==> src/rtl/mem_load_tracker_pkg.sv <==
// rtl/mem_load_tracker_pkg.sv - shared slot-state encoding and load-control bit indices
package mem_load_tracker_pkg;

    // Per-slot lifecycle of an in-flight SRAM transaction
    typedef enum logic [1:0] {
        SLOT_FREE   = 2'd0,
        SLOT_WAIT   = 2'd1,
        SLOT_DONE   = 2'd2,
        SLOT_CANCEL = 2'd3
    } slot_state_e;

    // Bit positions inside the {ld_w, ld_b, ld_bu, ld_h, ld_hu} control vector
    localparam int LD_CTRL_W = 5;
    localparam int LD_W      = 4;
    localparam int LD_B      = 3;
    localparam int LD_BU     = 2;
    localparam int LD_H      = 1;
    localparam int LD_HU     = 0;

endpackage

==> src/rtl/mem_load_tracker_load_formatter.sv <==
// rtl/mem_load_tracker_load_formatter.sv - combinational load-result lane select and extension
module load_formatter
    import mem_load_tracker_pkg::*;
#(
    parameter int DATA_W = 32
) (
    input  logic [DATA_W-1:0]    i_rdata,
    input  logic [1:0]           i_addr_lo,
    input  logic [LD_CTRL_W-1:0] i_ld_ctrl,
    output logic [DATA_W-1:0]    o_result
);

    logic [7:0]  w_byte;
    logic [15:0] w_half;

    assign w_byte = i_rdata[{i_addr_lo, 3'b000} +: 8];
    assign w_half = i_addr_lo[1] ? i_rdata[16 +: 16] : i_rdata[0 +: 16];

    // Pick the addressed lane and extend it; a store (no ctrl bit set) yields zero
    always_comb begin
        o_result = '0;
        if (i_ld_ctrl[LD_W])
            o_result = i_rdata;
        else if (i_ld_ctrl[LD_B])
            o_result = {{(DATA_W-8){w_byte[7]}}, w_byte};
        else if (i_ld_ctrl[LD_BU])
            o_result = {{(DATA_W-8){1'b0}}, w_byte};
        else if (i_ld_ctrl[LD_H])
            o_result = {{(DATA_W-16){w_half[15]}}, w_half};
        else if (i_ld_ctrl[LD_HU])
            o_result = {{(DATA_W-16){1'b0}}, w_half};
    end

endmodule

==> src/rtl/mem_load_tracker.sv <==
// rtl/mem_load_tracker.sv - in-order tracker of outstanding data-SRAM transactions feeding WB
module mem_load_tracker
    import mem_load_tracker_pkg::*;
#(
    parameter int  DEPTH  = 2,
    parameter int  DATA_W = 32,
    parameter int  META_W = 64,
    localparam int CNT_W  = $clog2(DEPTH + 1),
    localparam int PTR_W  = (DEPTH > 1) ? $clog2(DEPTH) : 1
) (
    input  logic                 clk,
    input  logic                 reset,
    input  logic                 flush,
    input  logic                 issue_valid,
    output logic                 issue_ready,
    input  logic                 issue_is_load,
    input  logic [LD_CTRL_W-1:0] issue_ld_ctrl,
    input  logic [1:0]           issue_addr_lo,
    input  logic [META_W-1:0]    issue_meta,
    input  logic                 data_ok,
    input  logic [DATA_W-1:0]    data_rdata,
    output logic                 out_valid,
    input  logic                 out_ready,
    output logic [DATA_W-1:0]    out_result,
    output logic                 out_is_load,
    output logic [META_W-1:0]    out_meta,
    output logic [CNT_W-1:0]     pending_cnt,
    output logic                 empty
);

    slot_state_e          r_state   [DEPTH];
    logic [DATA_W-1:0]    r_result  [DEPTH];
    logic [META_W-1:0]    r_meta    [DEPTH];
    logic                 r_is_load [DEPTH];
    logic [LD_CTRL_W-1:0] r_ld_ctrl [DEPTH];
    logic [1:0]           r_addr_lo [DEPTH];
    logic [PTR_W-1:0]     r_alloc;
    logic [PTR_W-1:0]     r_resp;
    logic [PTR_W-1:0]     r_head;
    logic [CNT_W-1:0]     r_cnt;

    slot_state_e          w_state_nxt [DEPTH];
    logic [CNT_W-1:0]     w_freed;
    logic [DATA_W-1:0]    w_fmt;
    logic                 w_issue;
    logic                 w_resp_hit;
    logic                 w_cancel_free;
    logic                 w_retire;

    function automatic logic [PTR_W-1:0] ptr_inc(input logic [PTR_W-1:0] p);
        return (p == PTR_W'(DEPTH - 1)) ? '0 : p + 1'b1;
    endfunction

    assign w_issue       = issue_valid & issue_ready;
    assign w_resp_hit    = data_ok & ((r_state[r_resp] == SLOT_WAIT) | (r_state[r_resp] == SLOT_CANCEL));
    assign w_cancel_free = w_resp_hit & (r_state[r_resp] == SLOT_CANCEL);
    assign w_retire      = out_valid & out_ready;

    // Response formatting happens at capture using the control saved at issue
    load_formatter #(.DATA_W(DATA_W)) u_fmt (
        .i_rdata   (data_rdata),
        .i_addr_lo (r_addr_lo[r_resp]),
        .i_ld_ctrl (r_ld_ctrl[r_resp]),
        .o_result  (w_fmt)
    );

    // Slot state register
    always_ff @(posedge clk) begin
        for (int i = 0; i < DEPTH; i++)
            r_state[i] <= reset ? SLOT_FREE : w_state_nxt[i];
    end

    // Slot next-state and count of slots returning to FREE this cycle
    always_comb begin
        w_freed = '0;
        for (int i = 0; i < DEPTH; i++) begin
            w_state_nxt[i] = r_state[i];
            if (w_issue && r_alloc == PTR_W'(i))
                w_state_nxt[i] = SLOT_WAIT;
            if (w_resp_hit && r_resp == PTR_W'(i))
                w_state_nxt[i] = (flush || r_state[i] == SLOT_CANCEL) ? SLOT_FREE : SLOT_DONE;
            else if (flush) begin
                if (r_state[i] == SLOT_WAIT) w_state_nxt[i] = SLOT_CANCEL;
                if (r_state[i] == SLOT_DONE) w_state_nxt[i] = SLOT_FREE;
            end
            if (w_retire && r_head == PTR_W'(i))
                w_state_nxt[i] = SLOT_FREE;
            if (r_state[i] != SLOT_FREE && w_state_nxt[i] == SLOT_FREE)
                w_freed = w_freed + 1'b1;
        end
    end

    // Head-slot outputs, zeroed whenever nothing is presented
    always_comb begin
        issue_ready = (r_cnt < CNT_W'(DEPTH)) & ~flush;
        out_valid   = (r_state[r_head] == SLOT_DONE) & ~flush;
        out_result  = out_valid ? r_result[r_head]  : '0;
        out_is_load = out_valid ? r_is_load[r_head] : 1'b0;
        out_meta    = out_valid ? r_meta[r_head]    : '0;
        pending_cnt = r_cnt;
        empty       = (r_cnt == '0);
    end

    // Per-slot payload: request attributes at issue, formatted data at response
    always_ff @(posedge clk) begin
        if (reset) begin
            for (int i = 0; i < DEPTH; i++) begin
                r_result[i]  <= '0;
                r_meta[i]    <= '0;
                r_is_load[i] <= 1'b0;
                r_ld_ctrl[i] <= '0;
                r_addr_lo[i] <= '0;
            end
        end else begin
            if (w_issue) begin
                r_meta[r_alloc]    <= issue_meta;
                r_is_load[r_alloc] <= issue_is_load;
                r_ld_ctrl[r_alloc] <= issue_ld_ctrl;
                r_addr_lo[r_alloc] <= issue_addr_lo;
            end
            if (w_resp_hit && !w_cancel_free && !flush)
                r_result[r_resp] <= w_fmt;
        end
    end

    // Allocation pointer advances on every accepted issue
    always_ff @(posedge clk) begin
        if (reset)        r_alloc <= '0;
        else if (w_issue) r_alloc <= ptr_inc(r_alloc);
    end

    // Response pointer advances on every data_ok that finds a waiting or cancelled slot
    always_ff @(posedge clk) begin
        if (reset)           r_resp <= '0;
        else if (w_resp_hit) r_resp <= ptr_inc(r_resp);
    end

    // Head skips dropped DONE slots on flush and steps past cancelled slots as they drain
    always_ff @(posedge clk) begin
        if (reset)
            r_head <= '0;
        else if (flush)
            r_head <= w_resp_hit ? ptr_inc(r_resp) : r_resp;
        else if (w_retire || w_cancel_free)
            r_head <= ptr_inc(r_head);
    end

    // Occupancy counter
    always_ff @(posedge clk) begin
        if (reset) r_cnt <= '0;
        else       r_cnt <= r_cnt + CNT_W'(w_issue) - w_freed;
    end

    // Protocol checks on the surrounding pipeline
    always_ff @(posedge clk) begin
        if (!reset) begin
            assert (!(issue_valid && !issue_ready))
                else $warning("issue_valid while issue_ready low: request dropped");
            assert (!(data_ok && !w_resp_hit))
                else $error("data_ok with no outstanding slot");
        end
    end

endmodule

==> config.mk <==
export PLATFORM = sky130hd
export DESIGN_NAME = mem_load_tracker
export DESIGN_NICKNAME = d
export VERILOG_FILES = /design/src/rtl/mem_load_tracker_pkg.sv /design/src/rtl/mem_load_tracker_load_formatter.sv /design/src/rtl/mem_load_tracker.sv
export SDC_FILE = /design/constraint.sdc
export NUM_CORES = 1
export LEC_CHECK = 0
export BUFFER_PORTS_ARGS = -buffer_cell sky130_fd_sc_hd__buf_2
export CELL_PAD_IN_SITES_DETAIL_PLACEMENT = 1
export CELL_PAD_IN_SITES_GLOBAL_PLACEMENT = 1
export CORE_MARGIN = 5
export CORE_UTILIZATION = 35
export CTS_CLUSTER_SIZE = 28
export DETAILED_ROUTE_END_ITERATION = 16
export PLACE_DENSITY_LB_ADDON = 0.1
export SLEW_MARGIN = 20
export SYNTH_ARGS = -nofsm -noshare
export SYNTH_HDL_FRONTEND = slang
export SYNTH_SLANG_ARGS = --single-unit
==> constraint.sdc <==
create_clock -name clk -period 4.72 [get_ports clk]
set_clock_uncertainty 0.15 [all_clocks]
set_input_delay 0.944 -clock clk [delete_from_list [all_inputs] [get_ports clk]]
set_output_delay 0.944 -clock clk [all_outputs]
set_load 0.01 [all_outputs]
* Yosys cells after proc, flatten, opt, wreduce, memory -nomap -nowiden
Memories as Yosys holds them, arrays and structs flattened. A register that Yosys moved wholly into a read port is not among the register bits.
Index checks and enable logic that the tools add are counted.
Widths: inputs -> output; s select.
** Word-level totals
- Register bits after elaboration :: 5
- Bits in writable memories :: 212
- Output and inout bits :: 102
- Logic and storage cells :: 131
- Memories :: 6
** Cells by class
- $add $sub $neg :: 6
- Magnitude comparators :: 1
- Equal/unequal tests :: 9
- Shifts and indexed selects :: 1
- Muxes and demuxes :: 67
- Bitwise logic cells :: 11
- Reductions and logical operators :: 26
** Memories
- r_meta :: words 2, bits a word 64, rd ports 1, clocked after Yosys merged registers in 1, write ports 2, line mem_load_tracker.sv:33 : logic [META_W-1:0] r_meta [DEPTH];
- r_result :: words 2, bits a word 32, rd ports 1, clocked after Yosys merged registers in 1, write ports 2, line mem_load_tracker.sv:32 : logic [DATA_W-1:0] r_result [DEPTH];
- r_ld_ctrl :: words 2, bits a word 5, rd ports 1, clocked after Yosys merged registers in 1, write ports 2, line mem_load_tracker.sv:35 : logic [LD_CTRL_W-1:0] r_ld_ctrl [DEPTH];
- r_addr_lo :: words 2, bits a word 2, rd ports 1, clocked after Yosys merged registers in 1, write ports 2, line mem_load_tracker.sv:36 : logic [1:0] r_addr_lo [DEPTH];
- r_state :: words 2, bits a word 2, rd ports 4, clocked after Yosys merged registers in 2, write ports 2, line mem_load_tracker.sv:31 : slot_state_e r_state [DEPTH];
- r_is_load :: words 2, bits a word 1, rd ports 1, clocked after Yosys merged registers in 1, write ports 2, line mem_load_tracker.sv:34 : logic r_is_load [DEPTH];
** Operators with widths (count)
- $mux 32 :: 6
- $mux 64 :: 2
- $reduce_or 64->1 :: 1
- $mux 1 :: 38
- $mux 2 :: 18
- $mux 16 :: 2
- $reduce_or 32->1 :: 1
- $shiftx 32x6->8 :: 1
- $eq 2x2->1 const B :: 6
- $logic_and 1x1->1 :: 10
- $and 1x1->1 :: 6
- $eq 2x1->1 const B :: 3
- $logic_not 2->1 :: 3
- $reduce_bool 2->1 :: 3
- $mux 5 :: 1
- $reduce_or 5->1 :: 1
- $not 1->1 :: 4
- $add 1x1->1 const B :: 3
- $logic_or 1x1->1 :: 3
- $add 2x1->2 :: 1
- $add 2x1->2 const B :: 1
- $logic_not 1->1 :: 2
- $lt 2x2->1 const B :: 1
- $reduce_or 2->1 :: 1
- 3 further kinds :: 3

* Depth between registers and ports, before layout
Gate-level depths: netlist (run 1).
- Depth in word-level cells :: 16
- Gate-level depth with buffers :: 14

* Modules after synthesis
Synthesis (run 1) repeated with hierarchy kept, for this count alone.
** Second synthesis, totals
- Cells, all modules :: 852
- Area total of the unflattened synthesis :: 10607.7 um2
** By module, submodules not included
- mem_load_tracker :: times used 1, cells each 745, area each 9902.0 um2
- load_formatter :: times used 1, cells each 107, area each 705.7 um2

* Worst setup path after synthesis (run 1)
No wires, ideal clock.
- Kind :: input port to flip-flop
- From :: input port flush
- To :: memory r_addr_lo[0][0] (enable)
- Setup time :: 0.442 ns
- Data arrival time :: 3.329 ns
- Data required time :: 4.128 ns
- Path slack :: 0.799 ns
- Stages :: 2
- Buffers on the path :: 0
- Cell sequence :: or4b_2 nand2b_1
** RTL lines
- start: declaration :: line mem_load_tracker.sv:13 : input logic flush,
- end: declaration :: line mem_load_tracker.sv:36

==> results of run 1 <==
-- power breakdown --
part / internal [µW] / switching (µW)
registers: 2250 / 43.0
logic: 212 / 349
clock network: 1090 / 767
total: 3560 / 1160
-- tightest hold or removal path: stages, from the launching register on --
cell and delay (ps):
dfxtp_1 320, nand2_1 60, a21oi_1 50
-- stage by stage --
stage | util [%] | total power, µW | cell area (µm²) | hold WS (ps)
2_1_floorplan | - | 2710 | 10500 | 294
3_3_place_gp | 40.4 | 2900 | 12000 | 308
3_5_place_dp | 40.4 | 2910 | 12000 | 326
4_1_cts | 43.1 | 4800 | 12800 | 334
5_1_grt | 43.1 | 4930 | 12800 | 348
6_report | 43.1 | 4720 | 12800 | 330
-- cell families (layout without fill, tap and decap cells) --
group                    Yosys count  after routing  synth area share (%)
XOR/XNOR                           3              3                 0.250
other                              0              1                     0
AO/OA/AOI/OAI                     53             53                  4.89
flip-flops                       218            218                  61.4
multiplexers                     121            121                  12.0
buffers and inverters             67            279                  2.79
adder cells (fa/ha/maj)            5              5                 0.596
AND/OR/NAND/NOR                  369            369                  18.1
-- per-layer routing --
metal  wire (µm)  global-route usage (%)  up-vias
met4         488                    3.46       18
met1       11800                    20.6     3532
met3        2030                    4.34       53
li1            -                       -     3421
met5         101                       0        -
met2       13400                    27.6      189
-- registers in the layout (all words and copies together) (netlist names), named ones only --
signal       count
pending_cnt      2
r_ld_ctrl       10
r_state          4
r_resp           1
r_head           1
r_result        64
r_meta         128
r_addr_lo        4
r_is_load        2
r_alloc          1
-- cell usage in the layout, fill, tap and decap left out, types with 3 or more instances in the layout --
cell       count
dfxtp_1        9
clkinv_1       5
and2_1       145
nor3_1        67
o22a_1         3
nand2_1        5
ha_1           5
clkbuf_16     27
buf_4          9
xnor2_1        3
clkinv_2       6
a221oi_1       9
mux2_2        11
nor2_1       129
buf_12         4
inv_1          9
mux2i_1      106
a21oi_1        8
nand2b_1       3
edfxtp_1     208
clkbuf_1       5
buf_2        211
a221o_1       14
-- how the worst max path moves through the flow --
stage | from | end | slack [ps] | cells after the start
final | r_state[0][1]$_SDFF_PP0_ | out_meta[21] | 960 | 5
after global routing | r_state[0][0]$_SDFF_PP0_ | out_meta[54] | 780 | 5
after CTS | r_state[0][1]$_SDFF_PP0_ | out_meta[21] | 910 | 5
after detailed placement | flush | out_meta[21] | 1010 | 5
after global placement | flush | pending_cnt[1]$_SDFF_PP0_ | 1060 | 12
after floorplan | flush | r_addr_lo[0][0]$_SDFFCE_PN0P_ | 800 | 2
-- cell type report --
type / instances / area share [%]
sequential: 218 / 50.5
clock buffer: 32 / 5.44
timing repair buffer: 224 / 9.43
antenna: 1 / 0.0196
clock inverter: 14 / 0.735
tap: 390 / 3.82
multi-input combinational: 551 / 29.8
inverter: 9 / 0.265
==> impl_metrics.tcl, run 1 <==
set metrics [dict create \
    setup_tns_ps 0 \
    dp_worst_setup_slack_ps 1010 \
    synth-edff-count 208 \
    slew_viol_final 0 \
    track_usage_pct 16.1 \
    num_vias 7213 \
    numCtsBuffers 26 \
    fill_cells 3240 \
    cts_buffer_depth 3 \
    cts_setup_buffers 0 \
    wl_um 27900 \
    ys_ff_latch 218 \
    min_path_cells 2 \
    clkLatencyLatePin_ps 510 \
    crit_fanout 52 \
    crit_chain "or3b_2 -> a21o_4 -> buf_4 -> nor2_1 -> buf_2" \
    synth_area_leader_cell "edfxtp_1" \
    min_from "r_alloc$_SDFFE_PP0N_" \
    synth.most_common_cell "edfxtp_1" \
    crit_family "simple AND/OR/NAND/NOR gates" \
    multi_input_area_mm2 0.00380 \
    synth_nets 951 \
    max-cap-violations 0 \
    antenna_found_initial 9 \
    yosysTopAreaCellShare_pct 59.5 \
    io_buffers 211 \
    fp-row-count 63 \
    critical_path_arrival_ps 2670 \
    worst_hold_path_type "register to register" \
    area_growth_pct 21.6 \
    synth_top_cells_by_count "edfxtp_1 (208), and2_1 (145), nor2_1 (131), mux2i_1 (106), nor3_1 (67)" \
    cts_hold_buf 0 \
    ys_warn_count 0 \
    drt_iter0_drc 317 \
    cts_sinks 218 \
    initial_utilization_pct 35.4 \
    vias_per_cell 5.01 \
    io_pins 212 \
    syn_avg_cell_area_um2 12.6 \
    p_per_area_mw_per_mm2 369 \
    end_kind "primary output" \
    clock.fmax_mhz 266 \
    setup_slack_ps 957 \
    cts_resized 0 \
    synth-async-reset-ratio_pct 0 \
    drive_above_1_share_pct 27.8 \
    gp_congestion 0.739 \
    ys_types 51 \
    reg2reg_to "pending_cnt[1]$_SDFF_PP0_" \
    final-seq-area_mm2 0.00645 \
    grt_overflow_total 0 \
    min_period_over_period_pct 79.7 \
    status "completed" \
    final_antenna_net_count 0 \
    ir_drop_uv 199 \
    synth_area_mm2 0.0105 \
    final-setup-viol-count 0 \
    cp-start-kind "register" \
    coreArea_mm2 0.0296 \
    synth-main-ff-cell "edfxtp_1" \
    die_x_um 183 \
    min_period_ps 3760 \
    cp.buffers_inverters 2 \
    worst_slew_pin_slew_ps 928 \
    die_height_um 183 \
    p_leak_uw 0.00493 \
    rsz0062_at_grt "false" \
    grt_max_degree 73 \
    slowest_stage "or3b_2" \
    reg2reg_from "r_state[0][1]$_SDFF_PP0_" \
    cts_tree "done" \
    dp_hpwl_um 18600 \
    criticalPathCategory "register to primary output" \
    nets 1145 \
    hold_viol_final 0 \
    wl_per_cell_um 19.4 \
    synthTopCellsByArea "edfxtp_1 (59%), mux2i_1 (10%), and2_1 (8.6%)" \
    yosysSeqAreaShare_pct 61.4 \
    hold_end "r_alloc$_SDFFE_PP0N_" \
    die_area_mm2 0.0336 \
    reg2reg_depth 11 \
    grt_first_pass_wirelength_um 42800 \
    slew_headroom_pct 38.2 \
    cts_root_buf "clkbuf_16" \
    reg2reg_slack_ps 1340 \
    grt_pass1_vias 7606 \
    critPathMaxStageDelay_ps 500 \
    instances_no_fill 1439 \
    first_pass_iters 4 \
    drc_errors 0 \
    place_inst 1392 \
    synthCells 836 \
    h-tree-depth 1 \
    path_clk_slew_ps 60 \
    crit_required_ps 3630 \
]
No activity file was read; power rests on OpenSTA's default activity.
==> inputs of run 2 (changes only) <==
clock period = 3.5 ns   (was 4.72 ns; I/O delays follow)
==> run 2 against run 1 <==
Effect of this change: critical path depth unchanged; sequential share of layout area fell by 0.59 points; hold slack lost 4.9 ps; largest cell class unchanged; highest routed layer unchanged; via count grew 1.2%; utilization up 0.51 points; flip-flop and latch count unchanged; sequential power is 35% higher.
==> impl_metrics.tcl, run 2 (same netlist as run 1, synthesis figures left out) <==
set metrics [dict create \
    status "completed" \
    rsz0062_at_grt "false" \
    end_kind "primary output" \
    crit_chain "or3b_2 -> a21o_4 -> buf_12 -> nor2_1 -> buf_2" \
    worst_hold_path_type "input port to register" \
    min_period_ps 3300 \
    cp-start-kind "register" \
    multi_input_area_mm2 0.00380 \
    final-setup-viol-count 0 \
    p_leak_uw 0.00500 \
    p_total_uw 6430 \
    p_per_area_mw_per_mm2 498 \
    grt_pass1_vias 7730 \
    cp.buffers_inverters 2 \
    initial_utilization_pct 35.4 \
    min_period_over_period_pct 94.4 \
    clkLatencyLatePin_ps 510 \
    die_height_um 183 \
    hold_viol_final 0 \
    dp_worst_setup_slack_ps 422 \
    gp_congestion 0.792 \
    area_growth_pct 23.0 \
    grt_first_pass_wirelength_um 43600 \
    top_layer "met5" \
    criticalPathCategory "register to primary output" \
    drt_iter0_drc 353 \
    final_antenna_net_count 0 \
    track_usage_pct 16.3 \
    reg_top3 "r_meta (128), r_result (64), r_ld_ctrl (10)" \
    setup_tns_ps 0 \
    clock.fmax_mhz 303 \
    critical_path_arrival_ps 2450 \
    layout_common_cells "buf_2 (211), edfxtp_1 (208), and2_1 (145)" \
    fp-row-count 63 \
    drive_above_1_share_pct 27.8 \
    nets 1152 \
    dr_wl_met3_um 2060 \
    path_clk_slew_ps 60 \
    crit_family "simple AND/OR/NAND/NOR gates" \
    cts_resized 0 \
    h-tree-depth 1 \
    cts_root_buf "clkbuf_16" \
    wl_um 28000 \
    grt_max_degree 98 \
    cts_hold_buf 0 \
    die_x_um 183 \
    final_common_cell "buf_2" \
    slew_viol_final 0 \
    fill_cells 3226 \
    top_register "r_meta" \
    ir_drop_uv 270 \
    coreArea_mm2 0.0296 \
    die_area_mm2 0.0336 \
    crit_fanout 97 \
    cts_setup_buffers 0 \
    io_buffers 211 \
    numCtsBuffers 26 \
    slew_headroom_pct 40.2 \
    max-cap-violations 0 \
    first_pass_iters 4 \
    setup_slack_ps 197 \
    slowest_stage "or3b_2" \
    grt_overflow_total 0 \
    cts_buffer_depth 3 \
    cts_sinks 218 \
    num_vias 7297 \
    wl_met2_um 13200 \
    wl_met1_um 12100 \
    largest_reg_flops 128 \
    worst_slew_pin_slew_ps 897 \
    drc_errors 0 \
    io_pins 212 \
    antenna_found_initial 10 \
    cts_tree "done" \
    dp_hpwl_um 18300 \
    final-seq-area_mm2 0.00645 \
    critPathMaxStageDelay_ps 490 \
    vias_per_cell 5.04 \
    crit_required_ps 2650 \
    wl_per_cell_um 19.3 \
]
## run 2: cell count changes in the layout (fill, tap and decap cells not counted), sizes merged
cell,before,now
clkbuf,32,33
buf,224,231
bufinv,1,2
clkinvlp,2,0
inv,9,10
## run 2: routing by layer
layer | track usage (%) | up-vias
met1 | 21.3 | 3583
met2 | 27.3 | 208
met4 | 3.52 | 18
li1 | - | 3441
met5 | 0 | -
met3 | 4.44 | 47
## run 2: area by class of cell
class                      count  area share, %
antenna                        1         0.0194
clock buffer                  33           5.40
inverter                       9          0.262
timing repair buffer         231           10.3
clock inverter                14          0.891
sequential                   218           49.9
tap                          390           3.78
multi-input combinational    551           29.4
## run 2: stage by stage
| stage | std cells | hold WS, ps | utilization (%) | cell area (µm²) |
|---|---|---|---|---|
| after floorplan | 836 | 294 | - | 10500 |
| final | 1447 | 325 | 43.6 | 12900 |
| after detailed placement | 1399 | 330 | 40.8 | 12100 |
| after CTS | 1446 | 298 | 43.6 | 12900 |
| after global placement | 1399 | 322 | 40.8 | 12100 |
| after global routing | 1447 | 307 | 43.6 | 12900 |
## run 2: path summary, 6_finish.rpt
kind                            slack (ps)                     start                     endpoint  depth (start not counted)
worst max-delay path                   200  r_state[0][1]$_SDFF_PP0_                 out_meta[53]                          5
worst min-delay path                   320            issue_meta[46]  r_meta[0][46]$_SDFFCE_PN0P_                          2
worst min register to register         330      r_alloc$_SDFFE_PP0N_         r_alloc$_SDFFE_PP0N_                          2
worst max register to register         440  r_state[0][1]$_SDFF_PP0_    pending_cnt[1]$_SDFF_PP0_                         11
## run 2: where the power goes
part           total (µW)  internal (µW)  switching, µW
Sequential           3100           3040           57.5
Clock                2560           1550           1010
Combinational         773            304            469
Total                6430           4890           1540
==> inputs of run 3 (changes only) <==
CORE_MARGIN = 3   (was 5)
clock period = 3 ns   (was 3.5 ns; I/O delays follow)
==> run 3 against run 2 <==
Effect of this change: final area increased by 2.0%; first-iteration DRC count up 10%; combinational power grew 24%; utilization grew 1.6 points; die area shrank 4.3%; total power up 19%; register-to-register slack worse by 270 ps; largest power group unchanged; highest routed layer unchanged.
==> impl_metrics.tcl, run 3 (same netlist as run 1, synthesis figures left out) <==
set metrics [dict create \
    num_vias 7293 \
    end_kind "primary output" \
    worst_hold_path_type "input port to register" \
    h-tree-depth 1 \
    io_pins 212 \
    min_period_ps 2950 \
    critical_path_arrival_ps 2200 \
    swShare_pct 24.0 \
    drt_iter0_drc 390 \
    cts_root_buf "clkbuf_16" \
    top_register "r_meta" \
    final_common_cell "buf_2" \
    gp_congestion 0.771 \
    vias_per_cell 5.00 \
    largest_reg_flops 128 \
    cell_internal_pwr_uw 5820 \
    reg_top3 "r_meta (128), r_result (64), r_ld_ctrl (10)" \
    rsz0062_at_grt "true" \
    first_pass_iters 4 \
    path_clk_slew_ps 60 \
    final_antenna_net_count 0 \
    nets 1167 \
    ir_drop_uv 329 \
    final-setup-viol-count 0 \
    cp-start-kind "register" \
    p_per_area_mw_per_mm2 581 \
    place_inst 1408 \
    antenna_found_initial 7 \
    crit_required_ps 2250 \
    slew_viol_final 0 \
    die_height_um 179 \
    criticalPathCategory "register to primary output" \
    p_leak_uw 0.00509 \
    track_usage_pct 17.3 \
    whs_ps 219 \
    grt_overflow_total 0 \
    hold_viol_final 0 \
    grt_max_degree 98 \
    drc_errors 0 \
    cts_buffer_depth 3 \
    max-cap-violations 0 \
    grt_pass1_vias 7687 \
    drive_above_1_share_pct 31.6 \
    wl_per_cell_um 19.3 \
    slew_headroom_pct 48.8 \
    cts_sinks 218 \
    worst_slew_pin_slew_ps 768 \
    clock.fmax_mhz 340 \
    initial_utilization_pct 36.0 \
    min_period_over_period_pct 98.2 \
    die_area_mm2 0.0321 \
    wl_um 28100 \
    layout_common_cells "buf_2 (210), edfxtp_1 (208), and2_1 (145)" \
    power_frac_clock_pct 40.4 \
    fp-row-count 62 \
    crit_fanout 55 \
    status "completed" \
    p_sw_uw 1840 \
    coreArea_mm2 0.0292 \
    die_x_um 179 \
    pwr-share-seq_pct 47.1 \
    fill_cells 3105 \
    instances_no_fill 1458 \
    cts_setup_buffers 0 \
    grt_first_pass_wirelength_um 43000 \
    io_buffers 211 \
    p_comb_share_pct 12.5 \
    cts_tree "done" \
    area_growth_pct 25.5 \
    numCtsBuffers 26 \
    clkLatencyLatePin_ps 510 \
    dp_hpwl_um 18800 \
]
==> run 3: cell count changes in the layout (fill, tap and decap cells not counted), moves of 2 or more <==
cell | previous run | this run
nand2b_1 | 3 | 1
nand2b_2 | 0 | 2
nor2_4 | 2 | 8
nor2_2 | 0 | 16
nor2_1 | 129 | 107
buf_4 | 10 | 24
==> run 3: cell type report <==
type	instances	area, µm²	area share (%)
Timing Repair Buffer	246	1460	11.1
Clock buffer	33	698	5.30
Clock inverter	15	141	1.07
Tap cell	384	480	3.64
Antenna cell	2	5.00	0.0380
Multi-Input combinational cell	551	3910	29.7
Sequential cell	218	6450	48.9
Inverter	9	33.8	0.256
==> run 3: layer usage <==
metal / global-route usage [%] / routed length [µm] / share of wire, %
met3: 4.47 / 1880 / 6.7
met1: 22.1 / 12000 / 43
met2: 29.9 / 13800 / 49
met5: 0 / 81 / 0.29
met4: 3.22 / 399 / 1.4
==> run 3: power groups by stage <==
stage	logic, µW	registers [µW]	clock network [µW]
2_1_floorplan	586	3670	0
6_report	958	3610	3090
5_1_grt	1060	3630	3300
3_3_place_gp	941	3660	0
4_1_cts	961	3610	3180
3_5_place_dp	953	3680	0
==> run 3: through the flow <==
stage                     util [%]  setup WS, ps  total power (µW)  instance area (µm²)  TNS, ps
after global placement        41.9           153              4600                12200        0
after global routing          45.2         -11.5              7990                13200    -36.1
after CTS                     44.8          6.51              7750                13100        0
after floorplan                  -          1.85              4250                10500        0
after detailed placement      41.9          98.0              4630                12200        0
final                         45.2          54.5              7660                13200        0
==> run 3: worst max-delay path: stages, from the launching register on <==
cell	delay (ps)
dfxtp_4	350
or3b_2	460
a21o_4	260
buf_12	180
nor2_1	200
buf_2	160
==> run 3: worst paths after layout <==
path / from / to / slack [ps] / cells after the start
worst max-delay path: register / out_meta[50] / 50 / 5
worst min-delay path: issue_meta[48] / r_meta[1][48]$_SDFFCE_PN0P_ / 220 / 2
worst max register to register: register / pending_cnt[1]$_SDFF_PP0_ / 170 / 12
worst min register to register: r_alloc$_SDFFE_PP0N_ / r_alloc$_SDFFE_PP0N_ / 350 / 2
==> run 3: what timing repair did <==
| action | in CTS | in global routing |
|---|---|---|
| gates resized for setup | 10 | 28 |
| setup endpoints to repair | 61 | 34 |
| hold buffers | 0 | 0 |
| pin swaps | 0 | 0 |
